**config.mk**
```make
export PLATFORM = sky130hd
export DESIGN_NAME = rggen_axi4lite_bridge_flat
export DESIGN_NICKNAME = d
export VERILOG_FILES = /design/src/rtl/rggen_axi4lite_bridge_if.sv /design/src/rtl/rggen_axi4lite_bridge.sv /design/src/flat_wrapper.sv
export SDC_FILE = /design/constraint.sdc
export NUM_CORES = 1
export LEC_CHECK = 0
export CAP_MARGIN = 10
export CORE_MARGIN = 1.5
export CORE_UTILIZATION = 38
export CTS_CLUSTER_SIZE = 25
export DETAILED_ROUTE_END_ITERATION = 16
export GPL_ROUTABILITY_DRIVEN = 0
export PLACE_DENSITY_LB_ADDON = 0.08
export SYNTH_ARGS = -nofsm -noshare
export SYNTH_HDL_FRONTEND = slang
export SYNTH_SLANG_ARGS = --single-unit
export TNS_END_PERCENT = 20
```
**constraint.sdc**
```tcl
create_clock -name i_clk -period 4.8 [get_ports i_clk]
set_input_delay 1.44 -clock i_clk [delete_from_list [all_inputs] [get_ports i_clk]]
set_output_delay 1.44 -clock i_clk [all_outputs]
set_load 0.05 [all_outputs]
```
**src/rtl/rggen_axi4lite_bridge_if.sv**
```systemverilog
// Request/response channel between the AXI4-Lite bridge and the register-block adapter.
// access: 2'b10 read, 2'b11 write; status: 0 OKAY, 1 EXOKAY, 2 SLAVE_ERROR, 3 DECODE_ERROR.
interface rggen_bus_if #(
   parameter int ADDRESS_WIDTH = 8,
   parameter int BUS_WIDTH     = 32
);
   logic                     valid;
   logic [1:0]               access;
   logic [ADDRESS_WIDTH-1:0] address;
   logic [BUS_WIDTH-1:0]     write_data;
   logic [BUS_WIDTH/8-1:0]   strobe;
   logic                     ready;
   logic [1:0]               status;
   logic [BUS_WIDTH-1:0]     read_data;

   modport master (
      output valid, access, address, write_data, strobe,
      input  ready, status, read_data
   );

   modport slave (
      input  valid, access, address, write_data, strobe,
      output ready, status, read_data
   );
endinterface

```
**src/rtl/rggen_axi4lite_bridge.sv**
```systemverilog
// AXI4-Lite slave to rggen register bus bridge, one transaction in flight.
// Define RGGEN_AXI4LITE_WRITE_PRIORITY_EN to make writes always win over simultaneous reads.
module rggen_axi4lite_bridge #(
   parameter int ADDRESS_WIDTH = 8,
   parameter int BUS_WIDTH     = 32
) (
   input  logic                     i_clk,
   input  logic                     i_rst_n,
   input  logic                     i_awvalid,
   output logic                     o_awready,
   input  logic [ADDRESS_WIDTH-1:0] i_awaddr,
   input  logic                     i_wvalid,
   output logic                     o_wready,
   input  logic [BUS_WIDTH-1:0]     i_wdata,
   input  logic [BUS_WIDTH/8-1:0]   i_wstrb,
   output logic                     o_bvalid,
   input  logic                     i_bready,
   output logic [1:0]               o_bresp,
   input  logic                     i_arvalid,
   output logic                     o_arready,
   input  logic [ADDRESS_WIDTH-1:0] i_araddr,
   output logic                     o_rvalid,
   input  logic                     i_rready,
   output logic [BUS_WIDTH-1:0]     o_rdata,
   output logic [1:0]               o_rresp,
   rggen_bus_if.master              bus_if
);
   localparam int STRB_W = BUS_WIDTH / 8;
   localparam logic [1:0] RGGEN_READ  = 2'b10;
   localparam logic [1:0] RGGEN_WRITE = 2'b11;

   typedef enum logic [1:0] {
      IDLE,
      BUS_ACCESS,
      RESPONSE
   } state_t;

   state_t                   state;
   state_t                   state_next;
   logic                     last_write;
   logic                     is_write;
   logic                     write_req;
   logic                     read_req;
   logic                     grant_write;
   logic                     grant_read;
   logic [ADDRESS_WIDTH-1:0] addr_q;
   logic [BUS_WIDTH-1:0]     wdata_q;
   logic [STRB_W-1:0]        strb_q;
   logic [1:0]               status_q;
   logic [BUS_WIDTH-1:0]     rdata_q;

   // A write needs both AW and W; a lone AW or W is never taken.
   always_comb begin
      write_req = i_awvalid && i_wvalid;
      read_req  = i_arvalid;
`ifdef RGGEN_AXI4LITE_WRITE_PRIORITY_EN
      grant_write = write_req;
`else
      grant_write = write_req && !(read_req && last_write);
`endif
      grant_read  = read_req && !grant_write;
   end

   always_comb begin
      state_next = state;
      o_awready  = 1'b0;
      o_wready   = 1'b0;
      o_arready  = 1'b0;
      o_bvalid   = 1'b0;
      o_rvalid   = 1'b0;
      o_bresp    = 2'b00;
      o_rresp    = 2'b00;
      o_rdata    = '0;
      case (state)
         IDLE: begin
            if (grant_write || grant_read) begin
               o_awready  = grant_write;
               o_wready   = grant_write;
               o_arready  = grant_read;
               state_next = BUS_ACCESS;
            end
         end
         BUS_ACCESS: begin
            if (bus_if.ready) begin
               state_next = RESPONSE;
            end
         end
         RESPONSE: begin
            if (is_write) begin
               o_bvalid = 1'b1;
               o_bresp  = status_q;
               if (i_bready) begin
                  state_next = IDLE;
               end
            end else begin
               o_rvalid = 1'b1;
               o_rresp  = status_q;
               o_rdata  = rdata_q;
               if (i_rready) begin
                  state_next = IDLE;
               end
            end
         end
         default: state_next = IDLE;
      endcase
   end

   always_ff @(posedge i_clk or negedge i_rst_n) begin
      if (!i_rst_n) begin
         state      <= IDLE;
         last_write <= 1'b0;
         is_write   <= 1'b0;
      end else begin
         state <= state_next;
         if (state == IDLE && (grant_write || grant_read)) begin
            is_write   <= grant_write;
            last_write <= grant_write;
         end
      end
   end

   // Datapath captures carry no reset; every output they reach is gated by state.
   always_ff @(posedge i_clk) begin
      if (state == IDLE && (grant_write || grant_read)) begin
         addr_q  <= grant_write ? i_awaddr : i_araddr;
         wdata_q <= grant_write ? i_wdata : '0;
         strb_q  <= grant_write ? i_wstrb : '1;
      end
      if (state == BUS_ACCESS && bus_if.ready) begin
         status_q <= bus_if.status;
         rdata_q  <= bus_if.read_data;
      end
   end

   assign bus_if.valid      = (state == BUS_ACCESS);
   assign bus_if.access     = is_write ? RGGEN_WRITE : RGGEN_READ;
   assign bus_if.address    = addr_q;
   assign bus_if.write_data = wdata_q;
   assign bus_if.strobe     = strb_q;
endmodule

```
**src/flat_wrapper.sv**
```systemverilog
// flat-port wrapper written by rule: the top's interface ports become plain ports
module rggen_axi4lite_bridge_flat 
#(
   parameter int ADDRESS_WIDTH = 8,
   parameter int BUS_WIDTH     = 32
)
  (i_clk, i_rst_n, i_awvalid, o_awready, i_awaddr, i_wvalid, o_wready, i_wdata, i_wstrb, o_bvalid, i_bready, o_bresp, i_arvalid, o_arready, i_araddr, o_rvalid, i_rready, o_rdata, o_rresp, bus_if_valid, bus_if_access, bus_if_address, bus_if_write_data, bus_if_strobe, bus_if_ready, bus_if_status, bus_if_read_data);
  rggen_bus_if #(.ADDRESS_WIDTH(ADDRESS_WIDTH), .BUS_WIDTH(BUS_WIDTH)) bus_if_i ();
  input  logic i_clk;
  input  logic i_rst_n;
  input  logic i_awvalid;
  output logic o_awready;
  input  logic [ADDRESS_WIDTH-1:0] i_awaddr;
  input  logic i_wvalid;
  output logic o_wready;
  input  logic [BUS_WIDTH-1:0] i_wdata;
  input  logic [BUS_WIDTH/8-1:0] i_wstrb;
  output logic o_bvalid;
  input  logic i_bready;
  output logic [1:0] o_bresp;
  input  logic i_arvalid;
  output logic o_arready;
  input  logic [ADDRESS_WIDTH-1:0] i_araddr;
  output logic o_rvalid;
  input  logic i_rready;
  output logic [BUS_WIDTH-1:0] o_rdata;
  output logic [1:0] o_rresp;
  output wire logic [$bits(bus_if_i.valid)-1:0] bus_if_valid;
  output wire logic [$bits(bus_if_i.access)-1:0] bus_if_access;
  output wire logic [$bits(bus_if_i.address)-1:0] bus_if_address;
  output wire logic [$bits(bus_if_i.write_data)-1:0] bus_if_write_data;
  output wire logic [$bits(bus_if_i.strobe)-1:0] bus_if_strobe;
  input wire logic [$bits(bus_if_i.ready)-1:0] bus_if_ready;
  input wire logic [$bits(bus_if_i.status)-1:0] bus_if_status;
  input wire logic [$bits(bus_if_i.read_data)-1:0] bus_if_read_data;
  assign bus_if_valid = bus_if_i.valid;
  assign bus_if_access = bus_if_i.access;
  assign bus_if_address = bus_if_i.address;
  assign bus_if_write_data = bus_if_i.write_data;
  assign bus_if_strobe = bus_if_i.strobe;
  assign bus_if_i.ready = bus_if_ready;
  assign bus_if_i.status = bus_if_status;
  assign bus_if_i.read_data = bus_if_read_data;
  rggen_axi4lite_bridge #(.ADDRESS_WIDTH(ADDRESS_WIDTH), .BUS_WIDTH(BUS_WIDTH)) u_core (.i_clk(i_clk), .i_rst_n(i_rst_n), .i_awvalid(i_awvalid), .o_awready(o_awready), .i_awaddr(i_awaddr), .i_wvalid(i_wvalid), .o_wready(o_wready), .i_wdata(i_wdata), .i_wstrb(i_wstrb), .o_bvalid(o_bvalid), .i_bready(i_bready), .o_bresp(o_bresp), .i_arvalid(i_arvalid), .o_arready(o_arready), .i_araddr(i_araddr), .o_rvalid(o_rvalid), .i_rready(i_rready), .o_rdata(o_rdata), .o_rresp(o_rresp), .bus_if(bus_if_i));
endmodule
```
==> results.txt, run 1 <==
Synth Register Bits -> 81
Max layer used -> met4
Metal3 WL -> 825 um
Die W -> 94.7 um
Largest net degree at the start of global routing -> 45
Crit start category -> input port
Port Buffers -> 180
Worst slew pin tran -> 0.563 ns
Mapped cell area -> 0.00319 mm^2
Final Slew Violations -> 0
Initial antenna violation count -> 0
CTS Root Cell -> clkbuf_8
Layout cell share with drive strength beyond 1 -> 0.0785
RSZ-0062 raised after global routing -> no
Bufs and invs on worst path -> 2
Wirelength per Cell -> 14.3 um
Nets -> 471
Setup CP Type -> input port to output port
Synth-to-Final Area Change -> 65.8%
Core area -> 0.00818 mm^2
Max frequency -> 225 MHz
Via count -> 2181
Yosys cell types -> 27
Worst Hold Class -> flip-flop to flip-flop
Delay of the slowest critical-path stage -> 0.79 ns
CP max FO -> 5
Skew-Pair Late Insertion Delay -> 0.34 ns
Fin crit share -> 0.927
Slowest stage cell, crit path -> clkdlybuf4s50_1
Final hold vios -> 0
CTS Buf Count -> 9
Synthesized Nets -> 288
Hold_buf cts -> 0
CP top delay family -> buffers and inverters
DR pass1 iterations -> 4
Core Util, Final -> 0.648
DR WL met2 -> 3460 um
Number of inserted diodes -> 0
Routed Wire Length -> 6950 um
Drc violations -> 0
Starting Density -> 0.391
Yosys warning count -> 0
Pleak -> 1.89 nW
Most used cell, CP -> clkdlybuf4s50_1
Setup TNS -> 0 ns
Post-CTS sizing -> 0
Clock transition at path regs -> 0.08 ns
# H-tree levels -> 3
Arrival time worst endpoint -> 3.01 ns
Clk buf depth -> 2
First-pass GRT wire length -> 10300 um
Vias in the first global route -> 2116
Overflow after GRT -> 0
Min Hold Slack -> 0.679 ns
DP HPWL -> 5180 um
1st-iter DRT viols -> 58
DIE AREA -> 0.00897 mm^2
IO Count -> 182
Setup bufs post-CTS -> 0
Critical path required time -> 3.36 ns
CTS tree -> yes
Row Count -> 33
Gr usage total -> 0.157
Syn Inst Count -> 194
Seq/Total Area, Yosys -> 0.757
CP Cell Sequence -> clkdlybuf4s50_1 -> o211a_1 -> clkdlybuf4s50_1
DRT antenna net count -> 0
Min Clock Period, post-route -> 4.45 ns
Setup violations, final -> 0
Die Y -> 94.7 um
Clock skew -> 0.0121 ns
PD cells -> 520 mW/mm^2
Clock Sink Count -> 81
Max-cap violations -> 0
M1 WL -> 2430 um
Outcome -> finished, final reports clean
Synth Area per Inst -> 16.5 um^2
CP endpoint kind -> output port
Slew headroom -> 0.623
Max IR drop VDD -> 0.000243 V
Vias per cell -> 4.48
==> cells in the mapped netlist <==
cell type | instances | area, um^2
nor3b_1 | 1 | 7.51
buf_2 | 2 | 10.0
a21o_1 | 1 | 7.51
clkbuf_2 | 3 | 15.0
buf_4 | 3 | 22.5
a21oi_4 | 1 | 16.3
dfrtp_1 | 3 | 75.1
a21oi_1 | 1 | 5.00
nand2_1 | 3 | 11.3
conb_1 | 1 | 3.75
mux2i_1 | 1 | 10.0
nor2b_1 | 2 | 12.5
edfxtp_1 | 78 | 2340
mux2_2 | 5 | 56.3
nor3b_4 | 1 | 18.8
mux2_4 | 3 | 45.0
o211a_1 | 1 | 10.0
and3_1 | 1 | 6.26
a31oi_1 | 2 | 12.5
and3b_1 | 1 | 8.76
nor2_1 | 3 | 11.3
and2_1 | 66 | 413
nand2b_1 | 4 | 25.0
nor3_1 | 2 | 10.0
buf_6 | 2 | 22.5
a221oi_1 | 1 | 8.76
clkbuf_1 | 2 | 7.51
==> layer usage <==
layer | track usage | vias to the layer above
li1 | - | 1044
met1 | 0.169 | 1002
met2 | 0.251 | 117
met3 | 0.0700 | 18
met4 | 0.0983 | 0
met5 | 0 | -
==> worst paths after layout <==
kind                       cells past startpoint              start  slack (ns)                  endpoint
max in group asynchronous                      1            i_rst_n        3.37           u_core.state[1]
max                                            3          i_arvalid        0.35                 o_arready
min in group asynchronous                      1            i_rst_n        1.28           u_core.state[0]
max reg2reg                                    3  u_core.last_write        2.98  u_core.bus_if.address[7]
min                                            1    u_core.state[1]        0.68           u_core.state[0]
min reg2reg                                    1    u_core.state[1]        0.68           u_core.state[0]
==> flip-flops by register name, summed over array words and instances, names as in the netlist <==
name and cells:
u_core.bus_if.write_data 32, u_core.rdata_q 32, u_core.bus_if.address 8, u_core.bus_if.strobe 4, u_core.state 2, u_core.status_q 2, u_core.last_write 1
==> cells in the final DEF, fill, tap and decap left out, types with 2 or more instances in the layout <==
cell type and count:
nand2_1 3, nand2b_1 4, buf_4 4, clkbuf_8 9, and2_1 66, mux2_2 5, nor2b_1 2, dfrtp_1 3
a31oi_1 2, mux2_4 3, edfxtp_1 78, clkbuf_1 2, nor2_1 3, clkdlybuf4s50_1 178, buf_12 2
==> per-stage QoR <==
| stage | power [W] | std cells | cell area, um^2 | setup WS [ns] |
|---|---|---|---|---|
| finish | 0.00275 | 487 | 5300 | 0.348 |
| global route | 0.00287 | 487 | 5300 | 0.306 |
| CTS | 0.00279 | 487 | 5300 | 0.351 |
| detailed placement | 0.00231 | 471 | 5110 | 0.354 |
| global placement | 0.00230 | 471 | 5110 | 0.382 |
| floorplan | 0.00187 | 194 | 3200 | 0.653 |
==> layout make-up <==
cell class,instances,area (um^2)
multi-input combinational,101,711
timing repair buffer,184,1850
sequential,81,2420
fill,646,2880
clock buffer,11,131
tap,105,131
clock inverter,5,55.1
==> cell families after synthesis <==
logic type	count (synthesis)	share of synthesized area
mux	9	0.0349
other cells	1	0.00117
buf+inv	12	0.0243
simple gates	84	0.164
compound gates	7	0.0188
flops	81	0.757
==> worst register-to-register path, delay by kind of cell, from the launching register on <==
kind,cells,cell delay [ns]
DFF,1,0.58
muxes,1,0.41
AOI/OAI and AO/OA,1,0.23
buffers and inverters,1,0.36
==> power breakdown <==
| part | internal [W] | switching [W] |
|---|---|---|
| logic | 0.000406 | 0.000794 |
| registers | 0.000998 | 0.0000814 |
| clock network | 0.000240 | 0.000233 |
Power figures use the tool's default switching activity.
==> run 2: changes to the inputs <==
--- a/config.mk
+++ b/config.mk
@@ -5,12 +5,11 @@
 export SDC_FILE = /design/constraint.sdc
 export NUM_CORES = 1
 export LEC_CHECK = 0
-export CAP_MARGIN = 10
 export CORE_MARGIN = 1.5
 export CORE_UTILIZATION = 38
 export CTS_CLUSTER_SIZE = 25
 export DETAILED_ROUTE_END_ITERATION = 16
-export GPL_ROUTABILITY_DRIVEN = 0
+export GPL_ROUTABILITY_DRIVEN = 1
 export PLACE_DENSITY_LB_ADDON = 0.08
 export SYNTH_ARGS = -nofsm -noshare
 export SYNTH_HDL_FRONTEND = slang
==> results of run 2 <==
No change in the layout: final DEF, timing and power equal those of run 1.
